File: config.mk
export PLATFORM = sky130hd
export DESIGN_NAME = alu_acc_seq
export DESIGN_NICKNAME = d
export VERILOG_FILES = /design/src/rtl/alu_acc_pkg.sv /design/src/rtl/alu_acc_decode.sv /design/src/rtl/alu_acc_seq.sv
export SDC_FILE = /design/constraint.sdc
export NUM_CORES = 1
export LEC_CHECK = 0
export ABC_AREA = 1
export BUFFER_PORTS_ARGS = -buffer_cell sky130_fd_sc_hd__buf_2
export CORE_ASPECT_RATIO = 1.1
export CORE_MARGIN = 2
export CORE_UTILIZATION = 52
export DETAILED_ROUTE_END_ITERATION = 8
export GPL_ROUTABILITY_DRIVEN = 1
export PLACE_DENSITY_LB_ADDON = 0.05
export SKIP_CTS_REPAIR_TIMING = 1
export SLEW_MARGIN = 15
export SYNTH_ARGS = -nofsm -noshare
export SYNTH_HDL_FRONTEND = slang
export SYNTH_HIERARCHICAL = 1
export SYNTH_SLANG_ARGS = --single-unit
File: constraint.sdc
create_clock -name clk -period 2 [get_ports clk]
set_clock_uncertainty 0.2 [all_clocks]
set_input_delay 0.1 -clock clk [delete_from_list [all_inputs] [get_ports clk]]
set_output_delay 0.1 -clock clk [all_outputs]
set_load 0.02 [all_outputs]
File: src/rtl/alu_acc_pkg.sv
// alu_acc_pkg: shared types and alu select encodings for the accumulator sequencer
// ALU_ACC_SEQ_CARRY_CHAIN_EN enables ADD-with-carry / SUB-with-borrow via CC_EN
package alu_acc_pkg;
    typedef enum logic [2:0] {
        OP_LOAD = 3'd0,
        OP_ADD  = 3'd1,
        OP_SUB  = 3'd2,
        OP_AND  = 3'd3,
        OP_OR   = 3'd4,
        OP_XOR  = 3'd5,
        OP_MUL  = 3'd6,
        OP_CLR  = 3'd7
    } op_t;

    typedef enum logic [1:0] {
        ST_IDLE = 2'd0,
        ST_EXEC = 2'd1,
        ST_MUL  = 2'd2,
        ST_DONE = 2'd3
    } state_t;

    typedef struct packed {
        logic x;
        logic y;
        logic z;
        logic w;
        logic ci;
    } alu_sel_t;

    localparam alu_sel_t SEL_ADD  = 5'b01000;
    localparam alu_sel_t SEL_SUB  = 5'b11001;
    localparam alu_sel_t SEL_AND  = 5'b00100;
    localparam alu_sel_t SEL_OR   = 5'b00110;
    localparam alu_sel_t SEL_XOR  = 5'b00000;
    localparam alu_sel_t SEL_IDLE = 5'b00000;

`ifdef ALU_ACC_SEQ_CARRY_CHAIN_EN
    localparam bit CC_EN = 1'b1;
`else
    localparam bit CC_EN = 1'b0;
`endif
endpackage

File: src/rtl/alu_acc_decode.sv
// alu_acc_decode: maps a command to alu select lines; ci follows flag_c when ALU_ACC_SEQ_CARRY_CHAIN_EN is set
module alu_acc_decode
    import alu_acc_pkg::*;
(
    input  op_t      i_op,
    input  logic     i_flag_c,
    output alu_sel_t o_sel
);
    alu_sel_t w_base;
    logic     w_arith;

    // MUL reuses the plain ADD select so its partial sums never see a carry-in
    assign w_base = (i_op == OP_ADD || i_op == OP_MUL) ? SEL_ADD :
                    (i_op == OP_SUB) ? SEL_SUB :
                    (i_op == OP_AND) ? SEL_AND :
                    (i_op == OP_OR)  ? SEL_OR  :
                    (i_op == OP_XOR) ? SEL_XOR : SEL_IDLE;
    assign w_arith = (i_op == OP_ADD) || (i_op == OP_SUB);

    always_comb begin
        o_sel    = w_base;
        o_sel.ci = (CC_EN && w_arith) ? i_flag_c : w_base.ci;
    end
endmodule

File: src/rtl/alu_acc_seq.sv
// alu_acc_seq: accumulator sequencer driving an external alu, with shift-and-add multiply
// Optional carry chain for ADD/SUB/CLR under ALU_ACC_SEQ_CARRY_CHAIN_EN
module alu_acc_seq
    import alu_acc_pkg::*;
#(
    parameter int WIDTH = 4
) (
    input  logic             clk,
    input  logic             reset,
    input  logic             cmd_valid,
    output logic             cmd_ready,
    input  logic [2:0]       cmd_op,
    input  logic [WIDTH-1:0] cmd_data,
    output logic             res_valid,
    input  logic             res_ready,
    output logic [WIDTH-1:0] res_data,
    output logic             flag_c,
    output logic             flag_z,
    output logic             x,
    output logic             y,
    output logic             z,
    output logic             w,
    output logic             ci,
    output logic [WIDTH-1:0] a,
    output logic [WIDTH-1:0] b,
    input  logic [WIDTH-1:0] c,
    input  logic [WIDTH-1:0] g
);
    localparam int CW = (WIDTH > 1) ? $clog2(WIDTH) : 1;

    state_t           r_state;
    op_t              r_op;
    alu_sel_t         r_sel;
    logic [WIDTH-1:0] r_acc;
    logic [WIDTH-1:0] r_b;
    logic [WIDTH-1:0] r_mplier;
    logic [CW-1:0]    r_cnt;
    logic             r_flag_c;
    logic             r_res_valid;
    logic             r_cmd_ready;
    op_t              w_op;
    alu_sel_t         w_sel;
    logic             w_last;
    logic             w_unused;

    assign w_op     = op_t'(cmd_op);
    assign w_last   = r_cnt == CW'(WIDTH - 1);
    assign w_unused = ^c;

    alu_acc_decode u_dec (
        .i_op    (w_op),
        .i_flag_c(r_flag_c),
        .o_sel   (w_sel)
    );

    always_ff @(posedge clk or posedge reset) begin
        if (reset) begin
            r_state     <= ST_IDLE;
            r_op        <= OP_LOAD;
            r_sel       <= SEL_IDLE;
            r_acc       <= '0;
            r_b         <= '0;
            r_mplier    <= '0;
            r_cnt       <= '0;
            r_flag_c    <= 1'b0;
            r_res_valid <= 1'b0;
            r_cmd_ready <= 1'b1;
        end else begin
            case (r_state)
                ST_IDLE: if (cmd_valid) begin
                    r_op        <= w_op;
                    r_b         <= cmd_data;
                    r_sel       <= w_sel;
                    r_cmd_ready <= 1'b0;
                    if (w_op == OP_LOAD || w_op == OP_CLR) begin
                        r_acc       <= (w_op == OP_LOAD) ? cmd_data : '0;
                        r_flag_c    <= (w_op == OP_CLR) && CC_EN && cmd_data[0];
                        r_res_valid <= 1'b1;
                        r_state     <= ST_DONE;
                    end else if (w_op == OP_MUL) begin
                        r_mplier <= r_acc;
                        r_acc    <= '0;
                        r_cnt    <= '0;
                        r_state  <= ST_MUL;
                    end else begin
                        r_state <= ST_EXEC;
                    end
                end
                ST_EXEC: begin
                    r_acc       <= g;
                    r_flag_c    <= (r_op == OP_ADD || r_op == OP_SUB) ? c[WIDTH-1] : r_flag_c;
                    r_sel       <= SEL_IDLE;
                    r_res_valid <= 1'b1;
                    r_state     <= ST_DONE;
                end
                ST_MUL: begin
                    // b walks through mcand<<cnt, so shifting it each step keeps it aligned with cnt
                    if (r_mplier[r_cnt]) begin
                        r_acc    <= g;
                        r_flag_c <= r_flag_c | c[WIDTH-1];
                    end
                    r_b   <= r_b << 1;
                    r_cnt <= r_cnt + 1'b1;
                    if (w_last) begin
                        r_sel       <= SEL_IDLE;
                        r_res_valid <= 1'b1;
                        r_state     <= ST_DONE;
                    end
                end
                ST_DONE: if (res_ready) begin
                    r_res_valid <= 1'b0;
                    r_cmd_ready <= 1'b1;
                    r_state     <= ST_IDLE;
                end
            endcase
        end
    end

    assign cmd_ready         = r_cmd_ready;
    assign res_valid         = r_res_valid;
    assign res_data          = r_acc;
    assign flag_c            = r_flag_c;
    assign flag_z            = r_acc == '0;
    assign {x, y, z, w, ci}  = r_sel;
    assign a                 = r_acc;
    assign b                 = r_b;
endmodule

## Word level (Yosys, flattened, before mapping)

Index checks and enable logic that the tools add are counted.

| operators by class | value |
|---|---|
| equal/unequal tests | 21 |
| reductions and logical operators | 19 |
| order comparisons | 1 |
| muxes and demuxes | 40 |
| add/subtract/negate cells | 1 |
| bitwise gates (word level) | 2 |

Operators with widths:

| cell | number |
|---|---|
| 5-bit 2-to-1 mux | 5 |
| 4-bit 2-to-1 mux | 6 |
| 2-bit 2-to-1 mux | 8 |
| 2-bit != test, second input constant | 8 |
| 4-bit AND reduction | 4 |
| 5-bit case mux with 3 select lines | 1 |
| 4-bit case mux with 3 select lines | 1 |
| 1-bit 2-to-1 mux | 11 |
| 3-bit by 2-bit equality test with 1-bit output, second input constant | 3 |
| 3-bit equality test, second input constant | 3 |
| 3-bit AND reduction | 3 |
| 2-bit case mux with 4 select lines | 1 |
| 4-bit case mux with 2 select lines | 1 |
| 2-bit equality test, second input constant | 3 |
| 3-bit by 1-bit equality test with 1-bit output, second input constant | 2 |
| 5-bit AND reduction | 1 |
| 4-bit logical NOT | 1 |
| 1-bit case mux with 4 select lines | 1 |
| 2-bit case mux with 2 select lines | 1 |
| 2-bit AND reduction | 2 |
| 2-bit nonzero test | 2 |
| 3-bit logical NOT | 1 |
| 1-bit logical OR | 3 |
| 2-bit by 3-bit less-than comparator with 1-bit output, second input constant | 1 |
| other kinds (11) | 11 |

| word-level totals | value |
|---|---|
| register bits | 27 |
| logic and storage cells | 98 |
| bits of input ports | 19 |
| output and inout port bits | 21 |

## Logic depth before layout (Yosys ltp)

| depth | value |
|---|---|
| depth after elaboration | 7 |
| gate-level depth with buffers | 9 |
| depth with buffers taken out | 8 |

## Cells and area by module

Netlist, hierarchy kept.

By module, submodules not included:

| module | area each (sq um) | cells an instance | times used |
|---|---|---|---|
| alu_acc_seq | 1514.0 | 182 | 1 |
| alu_acc_decode | 55.1 | 13 | 1 |

## Worst setup path after synthesis

No wires, ideal clock.

| timing | value |
|---|---|
| path type | register -> register |
| start | register r_state[0] |
| end | register r_state[0] |
| path buffers | 1 |
| cell stages (with the launch flop) | 9 |
| clock period less this slack | 1540 ps |
| data required time | 1671 ps |
| path slack | 460 ps |
| arrival | 1211 ps |
| path through | dfrtp_1 -> inv_1 -> ha_1 -> buf_6 -> inv_2 -> nor2_4 -> nor2_4 -> o21ai_0 -> o21ai_0 |

| between the ends | value |
|---|---|
| longest elaborated chain between the ends | 3 |
| elaborated cells between the ends (all ways) | 9 |
| those cells by class | eq/ne (6); mux (1); reduce/logical (2) |

RTL lines:

| element | RTL line | RTL |
|---|---|---|
| start, declared | alu_acc_seq.sv:31 | `state_t r_state;` |
| start signal, assigned | alu_acc_seq.sv:58 | `r_state <= ST_IDLE;` |
| start signal, assigned | alu_acc_seq.sv:79 | `r_state <= ST_DONE;` |
| start signal, assigned | alu_acc_seq.sv:84 | `r_state <= ST_MUL;` |
| 2-bit equality test / 2-bit logical NOT (equally long branches) | alu_acc_seq.sv:69 | `case (r_state)` |
| 2-bit != test (no line) | n/a |  |
| 3-bit AND reduction (no line) | n/a |  |

Parallel ways exist; a longest one is shown, timed or not.
A chain may end at the register's enable or synchronous reset.

## Worst setup path in the final report

| timing | value |
|---|---|
| start | register r_state[0] |
| end | register r_acc[1], in the netlist a[1] |

| between the ends | value |
|---|---|
| longest elaborated chain between the ends | 3 |
| elaborated cells between the ends (all ways) | 9 |
| those cells by class | eq/ne (5); mux (1); reduce/logical (3) |

RTL lines:

| element | RTL line | RTL |
|---|---|---|
| 2-bit equality test (tied with other cells) | alu_acc_seq.sv:69 |  |
| 2-bit != test (no line) (tied with other cells) | n/a |  |
| 4-bit AND reduction (no line) | n/a |  |
| end signal, assigned | alu_acc_seq.sv:76 | `r_acc <= (w_op == OP_LOAD) ? cmd_data : '0;` |
| end signal, assigned | alu_acc_seq.sv:90 | `r_acc <= g;` |
| end signal, assigned | alu_acc_seq.sv:99 | `r_acc <= g;` |
| end, declared | alu_acc_seq.sv:34 | `logic [WIDTH-1:0] r_acc;` |

Parallel ways exist; a longest one is shown, timed or not.

==> flow_summary.json <==
{
  "crit_arrival_ns": 1.83,
  "clock-sinks": 27,
  "path_common_cell": "nand2_1",
  "post_drt_wl_per_cell_um": 12.4,
  "die_w_um": 56.4,
  "tns_ns": 0,
  "dr_total_vias": 1421,
  "crit-reg2reg-launch": "r_state[0]",
  "die_h_um": 61.6,
  "viasPerCell": 5.09,
  "final_net_count": 272,
  "route.detailed.drc": 0,
  "drv_cap": 0,
  "crit_slowest_cell": "dfrtp_1",
  "antenna_found_initial": 0,
  "diodes": 0,
  "worst_r2r_path_depth": 7,
  "critPathBufInv": 2,
  "path_cells": "inv_1 > ha_1 > inv_2 > nand2_1 > o21ai_0 > nand4_1 > nand2_1",
  "finalMaxSlewViolations": 0,
  "maxSlewHeadroom_pct": 75.6,
  "reg2reg_setup_slack_ns": 0.25,
  "path_class": "register to register",
  "layout-drive-gt1-share_pct": 26.0,
  "grt_pass1_wl_mm": 5.77,
  "dpl-instance-area_um2": 1760,
  "rr_endpoint": "a[1]",
  "power.density_nw_per_um2": 1490,
  "crit_fanout": 10,
  "yosysUniqueCellTypes": 26,
  "status": "finished clean",
  "fin_crit_sh_pct": 87.6,
  "netlist_area_um2": 1570,
  "first_global_vias": 1380,
  "cp_top_family": "flip-flops",
  "syn-num-nets": 220,
  "initial_core_util_pct": 55.5,
  "setup.worst_path.end_class": "register",
  "port_buffers": 36,
  "worstMarginPinSlew_ns": 0.365,
  "cts_tree": "done",
  "track_usage_pct": 21.5,
  "worstPathRequired_ns": 2.08,
  "start_kind": "register",
  "path_clk_slew_ns": 0.15,
  "fin_crit_ns": 1.75,
  "hold_class": "input pin to asynchronous set/reset pin",
  "cellLeakagePower_nw": 1.09,
  "root_buffer": "clkbuf_4",
  "fp-row-count": 20,
  "die_area_um2": 3470,
  "ir_worst_vdd_mv": 1.06,
  "synth.avg_cell_area_um2": 8.05,
  "core_um2": 2830,
  "synth-seq-area-share_pct": 43.1,
  "grt-ovfl-total": 0,
  "drt_wl_total_mm": 3.46,
  "syn_inst": 195,
  "finalSetupViolCount": 0,
  "boundaryPins": 40,
  "fmax_mhz": 571,
  "detail-route-antenna-nets": 0,
  "clock_latency_ns": 0.33,
  "grt_max_degree": 28,
  "gp_congestion": 0.828,
  "synth_seq_cells": 27,
  "power_mw": 2.88,
  "dr.pass1.iters": 4,
  "hold_violations": 0,
  "clk_path_buf_depth": 2,
  "cts_buffers": 3,
  "fin_area_um2": 1930,
  "synth_warnings": 6,
  "htree_levels": 1,
  "cp_slowest_stage_delay_ns": 0.40,
  "dpl.hpwl_mm": 2.59,
  "area_growth_syn_to_layout_pct": 23.3,
  "rsz0062_at_grt": "false",
  "drt_iter0_markers": 36
}
[cell type report]
type	count	area (um^2)
clock buffers	3	22.5
clock inverters	1	5.00
fillers	246	893
inverters	27	108
multi-input cells	135	736
flip-flops and latches	27	677
well taps	33	41.3
repair buffers	53	345
[flip-flops by register name, summed over array words and instances (netlist names), 2 cells and up]
| name | count |
|---|---|
| a | 4 |
| b | 4 |
| r_cnt | 2 |
| r_mplier | 4 |
| r_op | 3 |
| r_state | 2 |
[layout by cell type, fill, tap and decap left out]
cell type      instances
nand2_1               47
buf_2                 36
dfrtp_1               26
inv_1                 22
nand3_1               17
o21ai_0               16
dlygate4sd3_1         15
nor2_1                13
a21oi_1                6
ha_1                   6
nand4_1                5
nand2_2                4
nand2_4                4
inv_2                  3
nor2_4                 3
nand3_2                3
o21ai_1                3
a31oi_1                3
clkbuf_4               3
clkinv_2               2
buf_4                  2
o21ai_2                1
mux2i_1                1
inv_6                  1
o211ai_1               1
a21oi_2                1
nor4_1                 1
dfstp_2                1
[power breakdown]
group / internal [mW] / switching [mW] / total [mW]
registers: 0.783 / 0.150 / 0.933
logic: 0.578 / 1.12 / 1.70
clock network: 0.0752 / 0.170 / 0.245
[per-layer routing]
layer | routed length (um) | up-vias | GRT usage (%)
li1 | - | 730 | -
met1 | 1580 | 644 | 26.7
met2 | 1650 | 39 | 38.7
met3 | 149 | 8 | 2.31
met4 | 74 | 0 | 9.52
met5 | 0 | - | 0
[stage by stage]
step           instances  hold slack (ns)  utilization, %  worst slack, ns
2_1_floorplan        195          -0.0480               -            0.460
3_3_place_gp         260          -0.0252            62.1            0.330
3_5_place_dp         260          -0.0152            62.1            0.293
4_1_cts              264           -0.389            63.1            0.257
5_1_grt              279            0.196            68.4            0.108
6_report             279            0.148            68.4            0.248
[worst register-to-register path, cell delays in order (launching register included)]
cell,delay [ns]
dfrtp_1,0.40
inv_1,0.10
ha_1,0.38
inv_2,0.19
nand2_1,0.07
o21ai_0,0.18
nand4_1,0.11
nand2_1,0.07
[Yosys cell counts (all sizes together)]
| cell type | number | area [um^2] |
|---|---|---|
| a21oi | 7 | 38.8 |
| a31oi | 3 | 18.8 |
| buf | 6 | 48.8 |
| clkinv | 1 | 5.00 |
| dfrtp | 26 | 651 |
| dfstp | 1 | 26.3 |
| ha | 6 | 75.1 |
| inv | 26 | 103 |
| mux2i | 1 | 10.0 |
| nand2 | 55 | 246 |
| nand3 | 20 | 115 |
| nand4 | 5 | 31.3 |
| nor2 | 16 | 82.6 |
| nor4 | 1 | 6.26 |
| o211ai | 1 | 7.51 |
| o21ai | 20 | 104 |
[worst max-delay path by stage]
stage,start,endpoint,slack [ns],cells after the start
after floorplan,r_state[0],r_state[0],0.46,8
after global placement,r_state[0],a[0],0.33,7
after detailed placement,r_state[0],a[1],0.29,7
after CTS,r_state[0],a[1],0.26,7
after global routing,r_state[0],a[2],0.11,7
final,r_state[0],a[1],0.25,7
[kinds of logic (layout without fill, tap and decap cells)]
group | Yosys count | in the layout | synth area share [%]
compound gates | 31 | 31 | 10.8
fa+ha+maj | 6 | 6 | 4.78
buf+inv | 33 | 84 | 9.97
flops | 27 | 27 | 43.1
mux | 1 | 1 | 0.638
simple gates | 97 | 97 | 30.7
Power figures use the tool's default switching activity.
